File: src/rtl/mem_arbiter.sv
// Purpose: shares one downstream memory port between instruction port A and data port B.
// Latency: request seen in IDLE at edge N drives pmem_* from cycle N+1; resp is passed through combinationally.
// Backpressure: a requester holds its request until its resp; one IDLE cycle separates transactions.
module mem_arbiter #(
  parameter int unsigned STARVE_LIMIT = 4
) (
  input  logic        clk,
  input  logic        reset,
  input  logic        mem_read_a,
  input  logic        mem_write_a,
  input  logic [1:0]  mem_wmask_a,
  input  logic [15:0] mem_address_a,
  input  logic [15:0] mem_wdata_a,
  output logic        mem_resp_a,
  output logic [15:0] mem_rdata_a,
  input  logic        mem_read_b,
  input  logic        mem_write_b,
  input  logic [1:0]  mem_wmask_b,
  input  logic [15:0] mem_address_b,
  input  logic [15:0] mem_wdata_b,
  output logic        mem_resp_b,
  output logic [15:0] mem_rdata_b,
  output logic        pmem_read,
  output logic        pmem_write,
  output logic [1:0]  pmem_wmask,
  output logic [15:0] pmem_address,
  output logic [15:0] pmem_wdata,
  input  logic        pmem_resp,
  input  logic [15:0] pmem_rdata
);

  typedef enum logic [1:0] {IDLE, SERVE_A, SERVE_B} state_t;

  localparam logic [3:0] LIMIT = 4'(STARVE_LIMIT);

  state_t      state;
  logic [3:0]  starve_cnt;
  logic [15:0] rdata_a_q;
  logic [15:0] rdata_b_q;

  logic req_a, req_b, starved, grant_a, grant_b;

  // B wins by default; A wins when B is idle or after LIMIT back-to-back B grants it sat through.
  always_comb begin
    req_a   = mem_read_a | mem_write_a;
    req_b   = mem_read_b | mem_write_b;
    starved = (starve_cnt == LIMIT);
    grant_a = req_a & (~req_b | starved);
    grant_b = req_b & ~grant_a;
  end

  // Completion is routed to the owning port in the same cycle the memory answers.
  always_comb begin
    mem_resp_a  = (state == SERVE_A) & pmem_resp;
    mem_resp_b  = (state == SERVE_B) & pmem_resp;
    mem_rdata_a = mem_resp_a ? pmem_rdata : rdata_a_q;
    mem_rdata_b = mem_resp_b ? pmem_rdata : rdata_b_q;
  end

  // Arbitration FSM: capture the winner's request into the pmem_* registers and hold it until resp.
  always_ff @(posedge clk) begin
    if (reset) begin
      state        <= IDLE;
      starve_cnt   <= '0;
      pmem_read    <= 1'b0;
      pmem_write   <= 1'b0;
      pmem_wmask   <= '0;
      pmem_address <= '0;
      pmem_wdata   <= '0;
    end else begin
      case (state)
        IDLE: begin
          if (grant_a) begin
            state        <= SERVE_A;
            pmem_read    <= mem_read_a & ~mem_write_a;
            pmem_write   <= mem_write_a;
            pmem_wmask   <= mem_wmask_a;
            pmem_address <= mem_address_a;
            pmem_wdata   <= mem_wdata_a;
            starve_cnt   <= '0;
          end else if (grant_b) begin
            state        <= SERVE_B;
            pmem_read    <= mem_read_b & ~mem_write_b;
            pmem_write   <= mem_write_b;
            pmem_wmask   <= mem_wmask_b;
            pmem_address <= mem_address_b;
            pmem_wdata   <= mem_wdata_b;
            if (!req_a)       starve_cnt <= '0;
            else if (!starved) starve_cnt <= starve_cnt + 4'd1;
          end
        end
        SERVE_A, SERVE_B: begin
          if (pmem_resp) begin
            state      <= IDLE;
            pmem_read  <= 1'b0;
            pmem_write <= 1'b0;
          end
        end
        default: state <= IDLE;
      endcase
    end
  end

  // Keep the last data returned to each port visible between responses.
  always_ff @(posedge clk) begin
    if (reset) begin
      rdata_a_q <= '0;
      rdata_b_q <= '0;
    end else begin
      if (mem_resp_a) rdata_a_q <= pmem_rdata;
      if (mem_resp_b) rdata_b_q <= pmem_rdata;
    end
  end

endmodule

File: config.mk
export PLATFORM = sky130hd
export DESIGN_NAME = mem_arbiter
export DESIGN_NICKNAME = d
export VERILOG_FILES = /design/src/rtl/mem_arbiter.sv
export SDC_FILE = /design/constraint.sdc
export NUM_CORES = 1
export LEC_CHECK = 0
export ABC_CLOCK_PERIOD_IN_PS = 2300
export CAP_MARGIN = 20
export CORE_MARGIN = 2
export CORE_UTILIZATION = 40
export DETAILED_ROUTE_END_ITERATION = 6
export PLACE_DENSITY = 0.81
export SYNTH_ARGS = -nofsm -noshare
export SYNTH_HDL_FRONTEND = slang
export SYNTH_SLANG_ARGS = --single-unit
File: constraint.sdc
create_clock -name clk -period 2.3 [get_ports clk]
set_input_delay 0.46 -clock clk [delete_from_list [all_inputs] [get_ports clk]]
set_output_delay 0.46 -clock clk [all_outputs]
set_load 0.005 [all_outputs]
==> results.tsv, run 1 <==
stage	metric	value	unit
detailed_routing	via_count	2962	
yosys	synthArstFlopShare	0	%
yosys	synth_flop_cell	sky130_fd_sc_hd__dfxtp_1	
detailed_routing	routed_wirelength	9364	um
timing	worst_hold_slack	0.4867	ns
cts	maximum_root_to_sink_buffer_count	2	
worst_setup_path	cp-start-kind	register	
floorplanning	die_width	93.00	um
cells_and_area	post-route-cell-area	5162	um^2
detailed_routing	routed-wl-met2	4532	um
global_route	global_route.overflow_total	0	
detailed_routing	detail_route.iter0.violations	152	
pwr	worst_ir_drop_vdd	379.8	uV
cells_and_area	fillCellCount	623	
yosys	syn-num-nets	415	
timing	setup_skew	0.009084	ns
yosys	syn_area_per_cell	9.931	um^2
timing	max_clock_freq	443.4	MHz
detailed_routing	detail-route-antenna-nets	0	
timing	final.period_utilization	98.05	%
yosys	synthDominantCellAreaShare	46.76	%
yosys	synth.cells.most_frequent	sky130_fd_sc_hd__dfxtp_1, sky130_fd_sc_hd__nand2_1, sky130_fd_sc_hd__a21oi_1, sky130_fd_sc_hd__a22oi_1	
cts	clock_sinks	74	
timing	period_needed	2.255	ns
cts	cts_tree	built	
cts	cts-buffers-inserted	9	
yosys	synth-edff-count	0	
detailed_routing	wire_length_the_detailed_router_placed_on_met1	3854	um
cts	cts_hold_repair.buffers	0	
yosys	synth_area_leader_cell	sky130_fd_sc_hd__dfxtp_1	
global_route	first_global_vias	3052	
flow_run	drv.max_cap_violation_count	0	
floorplanning	core_area	7687	um^2
cts	post-cts-setup-buffer-count	0	
cts	insertion_delay	0.34	ns
cells_and_area	layout-drive-gt1-share	16.73	%
detailed_routing	maxUsedRoutingLayer	met4	
pwr	power_per_cell_area	641.8	nW/um^2
floorplanning	floorplan.io_pins	161	
yosys	yosysMostFrequentCell	sky130_fd_sc_hd__dfxtp_1	
worst_setup_path	worstPathMaxFanout	8	
yosys	ys_seq_elements	74	
outcome	outcome	finished, final reports clean	
timing	setup-violations-final	0	
global_route	grt_antenna_before_repair	0	
floorplanning	die_h	93.00	um
global_route	grt_start_max_net_pins	48	
timing	pins_over_slew_limit	0	
floorplanning	floorplan.die_area	8648	um^2
yosys	synthTopCellsByArea	sky130_fd_sc_hd__dfxtp_1, sky130_fd_sc_hd__mux2_2, sky130_fd_sc_hd__a22oi_1, sky130_fd_sc_hd__nor2b_1, sky130_fd_sc_hd__a21oi_1	
detailed_routing	met3WireLength	822	um
worst_setup_path	timing_worst_setup_path_type	reg -> out	
cts	htree_num_levels	3	
detailed_routing	drcViolationCount	0	
yosys	synth-warning-count	0	
global_route	grt_util_all_layers	21.14	%
floorplanning	row_count	32	
pwr	static-leakage-power	2.153	nW
detailed_routing	route.detailed.wl_per_inst	15.82	um
detailed_routing	drt-vias-per-instance	5.003	
timing	relative_slew_margins	66.85	%
placed_design	port_buffers	160	
timing	worst-slew-pin-transition	0.4973	ns
min_path	hp-class	reg -> reg	
placed_design	gp_routability_congestion	0.7373	
min_path	worst_hold_path.num_cells	1	
worst_setup_path	reg2regPathDepth	7	
timing	report.final.hold_viol_count	0	
timing	tns	0	ns
cells_and_area	final_core_utilization	67.15	%
worst_setup_path	slowest_delay	0.35	ns
yosys	synth_seq_area_share	46.76	%
global_route	global_route_wire_length_before_repair	14470	um
cts	clkSlewWorstSetupHoldPaths	0.08	ns
timing	grt_setup_unrepaired	yes	
floorplanning	start_util	41.21	%
yosys	netlist_instances	319	
worst_setup_path	sequence_of_cells_on_the_critical_path	inv_1, ha_2, nand2_4, buf_16, mux2_2, dlygate4sd2_1	
cells_and_area	area_delta_synth_final	62.95	%
pwr	total_power	3.313	mW
yosys	post_synthesis_cell_area	3168	um^2
worst_setup_path	worst-endpoint-arrival	1.80	ns
cts	ctsRootBufferMaster	sky130_fd_sc_hd__clkbuf_8	
cells_and_area	antenna_cells	0	
worst_setup_path	worstSetupEndpointType	output pin	
placed_design	hpwlAfterDp	6431	um
placed_design	postPlaceCellArea	4840	um^2
worst_setup_path	cp_data_required_time	1.84	ns
cells_and_area	fin_nets	581	
worst_setup_path	slowest_stage	sky130_fd_sc_hd__dfxtp_2	
yosys	netlist-cell-type-count	35	
detailed_routing	drt_pre_antenna_iters	4	
## timing repair
action                                  4_1_cts  5_1_grt
endpoints found under the setup margin       32       32
pin swaps                                     1        1
gates resized for setup                      40       36
gates cloned                                  1        3
## critical path, delay by kind of cell, from the launching register on
kind,cells,cell delay (ns)
adders and majority gates,1,0.18
buffers and inverters,3,0.46
DFF,1,0.35
muxes,1,0.33
and+or+nand+nor,1,0.13
## worst paths after layout
kind,from,to,slack (ns)
worst max-delay path,state[0]$_SDFFE_PP0P_,mem_rdata_b[7],0.04
worst min-delay path,pmem_read$_SDFFE_PP0P_,pmem_read$_SDFFE_PP0P_,0.49
worst max register to register,starve_cnt[0]$_SDFFE_PP0P_,pmem_address[9]$_SDFFE_PP0P_,0.47
worst min register to register,pmem_read$_SDFFE_PP0P_,pmem_read$_SDFFE_PP0P_,0.49
## area by class of cell
cell class                      count  area (um^2)  share of cell area [%]
Clock buffer                       10        127.6                   2.472
Clock inverter                      6        90.09                   1.745
Inverter                            8        30.03                  0.5817
Multi-Input combinational cell    215         1504                   29.13
Sequential cell                    74         1484                   28.74
Tap cell                          102        127.6                   2.472
Timing Repair Buffer              177         1799                   34.85
## where the power goes
part,switching [mW],total (mW),leakage (nW),internal (mW)
clock,0.486,1.10,0.107,0.615
combinational,0.324,0.794,1.44,0.470
sequential,0.0443,1.42,0.606,1.37
total,0.854,3.31,2.15,2.46
## cell usage in the layout, fill, tap and decap left out, types with 2 or more instances in the layout
master	count
sky130_fd_sc_hd__clkdlybuf4s50_1	125
sky130_fd_sc_hd__dfxtp_1	72
sky130_fd_sc_hd__nand2_1	37
sky130_fd_sc_hd__a22oi_1	36
sky130_fd_sc_hd__a21oi_1	36
sky130_fd_sc_hd__nor2b_1	32
sky130_fd_sc_hd__mux2_2	28
sky130_fd_sc_hd__clkdlybuf4s15_1	18
sky130_fd_sc_hd__dlygate4sd2_1	10
sky130_fd_sc_hd__buf_4	10
sky130_fd_sc_hd__clkbuf_8	9
sky130_fd_sc_hd__nor2_1	8
sky130_fd_sc_hd__inv_1	7
sky130_fd_sc_hd__o21ai_0	5
sky130_fd_sc_hd__clkbuf_2	5
sky130_fd_sc_hd__mux2_4	4
sky130_fd_sc_hd__nor3_1	3
sky130_fd_sc_hd__ha_1	3
sky130_fd_sc_hd__clkbuf_16	3
sky130_fd_sc_hd__buf_12	3
sky130_fd_sc_hd__nand2_4	2
sky130_fd_sc_hd__o21ba_2	2
sky130_fd_sc_hd__nand2b_1	2
sky130_fd_sc_hd__nand3_1	2
sky130_fd_sc_hd__ha_2	2
sky130_fd_sc_hd__bufinv_16	2
sky130_fd_sc_hd__dfxtp_2	2
## sequential cells by signal, summed over array words and instances, names as in the netlist
| signal | count |
|---|---|
| pmem_address | 16 |
| pmem_read | 1 |
| pmem_wdata | 16 |
| pmem_wmask | 2 |
| pmem_write | 1 |
| rdata_a_q | 16 |
| rdata_b_q | 16 |
| starve_cnt | 4 |
| state | 2 |
## metrics by stage
stage | worst slack, ns | cells
2_1_floorplan | 0.4634 | 319
3_3_place_gp | -0.1862 | 572
3_5_place_dp | -0.1892 | 572
4_1_cts | 0.0008064 | 589
5_1_grt | -0.03690 | 592
6_report | 0.04476 | 592
## cell families (layout without fill, tap and decap cells)
group	count (synthesis)	after routing	share of synthesized area, %
and+or+nand+nor	90	90	13.98
AOI/OAI and AO/OA	87	87	18.37
DFF	74	74	46.76
muxes	33	33	11.69
buffers and inverters	30	201	7.228
adders and majority gates	5	5	1.975
## layer usage
| metal | track usage (%) | up-vias |
|---|---|---|
| li1 | - | 1445 |
| met2 | 36.29 | 130 |
| met1 | 23.98 | 1373 |
| met4 | 8.701 | 0 |
| met5 | 0 | - |
| met3 | 7.252 | 14 |
(Power assumes the default switching activity.)
==> run 2: changes to the inputs <==
- HOLD_SLACK_MARGIN: unset -> 0.15
- TNS_END_PERCENT: unset -> 5
==> run 2 against run 1 <==
Largest cell class unchanged. Die area stayed put. Hold slack got worse by 0.0019 ns. Critical endpoint unchanged. Fmax about the same. Worst setup slack gained 0.00065 ns. Highest routed layer unchanged. Final area fell by 0.22%. Global-route usage barely moved. Critical path type unchanged. Flip-flop and latch count stayed put.
==> results.tsv, run 2 (synthesized netlist as in run 1, its figures left out) <==
stage	metric	value	unit
outcome	outcome	finished, final reports clean	
cts	post-cts-setup-buffer-count	0	
pwr	pwr-share-comb	24.0	%
cells_and_area	layout.cells.most_common_list	sky130_fd_sc_hd__clkdlybuf4s50_1, sky130_fd_sc_hd__dfxtp_1, sky130_fd_sc_hd__nand2_1	
timing	worst_hold_slack	0.4848	ns
pwr	internal-power	2.459	mW
floorplanning	die_width	93.00	um
pwr	worst_ir_drop_vdd	379.2	uV
placed_design	gp_routability_congestion	0.7373	
floorplanning	start_util	41.21	%
placed_design	place_worst_setup_slack	-0.1892	ns
timing	setup-violations-final	0	
cells_and_area	area_of_the_multi_input_gates	1496	um^2
pwr	power_per_cell_area	642.7	nW/um^2
placed_design	postPlaceCellArea	4840	um^2
placed_design	port_buffers	160	
placed_design	hpwlAfterDp	6431	um
floorplanning	floorplan.io_pins	161	
global_route	global_route.overflow_total	0	
floorplanning	floorplan.die_area	8648	um^2
cells_and_area	seqCellArea	1484	um^2
cells_and_area	post_layout_nonfiller_instances	592	
cts	insertion_delay	0.33	ns
timing	worst-slew-pin-transition	0.5006	ns
worst_setup_path	cp-start-kind	register	
floorplanning	core_area	7687	um^2
global_route	grt_antenna_before_repair	0	
pwr	clockPowerShare	33.2	%
detailed_routing	detail-route-antenna-nets	0	
worst_setup_path	worstPathMaxFanout	8	
timing	relative_slew_margins	66.63	%
min_path	worst_hold_path.num_cells	1	
detailed_routing	drt-vias-per-instance	5.017	
detailed_routing	detail_route.iter0.violations	143	
detailed_routing	routed_wirelength	9391	um
timing	grt_setup_unrepaired	yes	
detailed_routing	drt_pre_antenna_iters	6	
floorplanning	row_count	32	
detailed_routing	route.detailed.wl_per_inst	15.86	um
timing	fin_ws	0.04541	ns
cells_and_area	layout.cells.most_common	sky130_fd_sc_hd__clkdlybuf4s50_1	
worst_setup_path	worstSetupEndpointType	output pin	
pwr	netSwitchingPower	851.7	uW
cts	clkSlewWorstSetupHoldPaths	0.08	ns
cells_and_area	layout-drive-gt1-share	16.73	%
detailed_routing	via_count	2970	
cts	htree_num_levels	3	
worst_setup_path	setup.reg_to_reg.worst_slack	0.46	ns
timing	report.final.hold_viol_count	0	
timing	setup_skew	0.008926	ns
cells_and_area	fin_nets	581	
cells_and_area	area_delta_synth_final	62.60	%
detailed_routing	drcViolationCount	0	
cells_and_area	fillCellCount	623	
global_route	first_global_vias	3053	
global_route	grt_start_max_net_pins	48	
flow_run	drv.max_cap_violation_count	0	
worst_setup_path	timing_worst_setup_path_type	reg -> out	
timing	final.period_utilization	98.03	%
worst_setup_path	reg2regPathDepth	7	
cells_and_area	post-route-cell-area	5151	um^2
cts	maximum_root_to_sink_buffer_count	2	
global_route	grt_util_all_layers	21.16	%
pwr	pwr-share-seq	42.8	%
cts	clock_sinks	74	
cts	cts_tree	built	
global_route	global_route_wire_length_before_repair	14470	um
placed_design	place_inst	572	
floorplanning	die_h	93.00	um
pwr	static-leakage-power	2.157	nW
timing	max_clock_freq	443.5	MHz
worst_setup_path	cp_data_required_time	1.84	ns
cts	cts-buffers-inserted	9	
timing	period_needed	2.255	ns
worst_setup_path	worst-endpoint-arrival	1.79	ns
min_path	hp-class	reg -> reg	
timing	pins_over_slew_limit	0	
pwr	power_switching_share	25.73	%
cts	ctsRootBufferMaster	sky130_fd_sc_hd__clkbuf_8	
cts	cts_hold_repair.buffers	0	
cells_and_area	antenna_cells	0	
run 2: cell count changes in the layout (fill, tap and decap cells not counted):
cell	previous run	this run
sky130_fd_sc_hd__mux2_2	28	30
sky130_fd_sc_hd__clkdlybuf4s15_1	18	15
sky130_fd_sc_hd__mux2_4	4	2
sky130_fd_sc_hd__dlygate4sd2_1	10	13
run 2: worst max-delay path, stage by stage, from the launching register on:
cell	delay, ns
sky130_fd_sc_hd__dfxtp_2	0.35
sky130_fd_sc_hd__inv_1	0.06
sky130_fd_sc_hd__ha_2	0.18
sky130_fd_sc_hd__nand2_4	0.12
sky130_fd_sc_hd__buf_16	0.14
sky130_fd_sc_hd__mux2_2	0.33
sky130_fd_sc_hd__dlygate4sd2_1	0.26
run 2: path summary, 6_finish.rpt:
path                              start                      endpoint
min              pmem_read$_SDFFE_PP0P_        pmem_read$_SDFFE_PP0P_
max               state[0]$_SDFFE_PP0P_                mem_rdata_b[7]
max reg2reg  starve_cnt[0]$_SDFFE_PP0P_  pmem_address[9]$_SDFFE_PP0P_
min reg2reg      pmem_read$_SDFFE_PP0P_        pmem_read$_SDFFE_PP0P_
run 2: metal layers:
metal  vias up  global-route usage (%)  share of wire (%)
met1      1378                   24.03                 41
met4         0                   8.701                1.8
met3        16                   7.252                8.7
li1       1449                       -                  -
met5         -                       0                  0
met2       127                   36.29                 48
run 2: layout make-up:
class	count	area share, %
repair buffers	177	34.86
well taps	102	2.478
clock inverters	6	1.749
multi-input cells	215	29.05
flip-flops and latches	74	28.81
inverters	8	0.5829
clock buffers	10	2.478
run 2: power by group through the flow:
stage | logic (mW) | clock network, mW | registers (mW)
2_1_floorplan | 0.347 | 0 | 1.45
3_3_place_gp | 0.773 | 0 | 1.44
6_report | 0.794 | 1.10 | 1.42
5_1_grt | 0.863 | 1.20 | 1.43
4_1_cts | 0.781 | 1.14 | 1.42
3_5_place_dp | 0.785 | 0 | 1.45
run 2: what timing repair did:
item	CTS	global route
setup endpoints to repair	32	32
pin swaps	1	1
gates resized for setup	40	31
gates cloned	1	3
run 2: metrics by stage:
step                TNS (ns)  power [mW]  utilization [%]
finish                     0       3.311            67.01
global route         -0.1966       3.491            67.01
detailed placement    -5.005       2.231            62.96
floorplan                  0       1.795                -
CTS                        0       3.334            65.80
global placement      -5.282       2.215            62.96
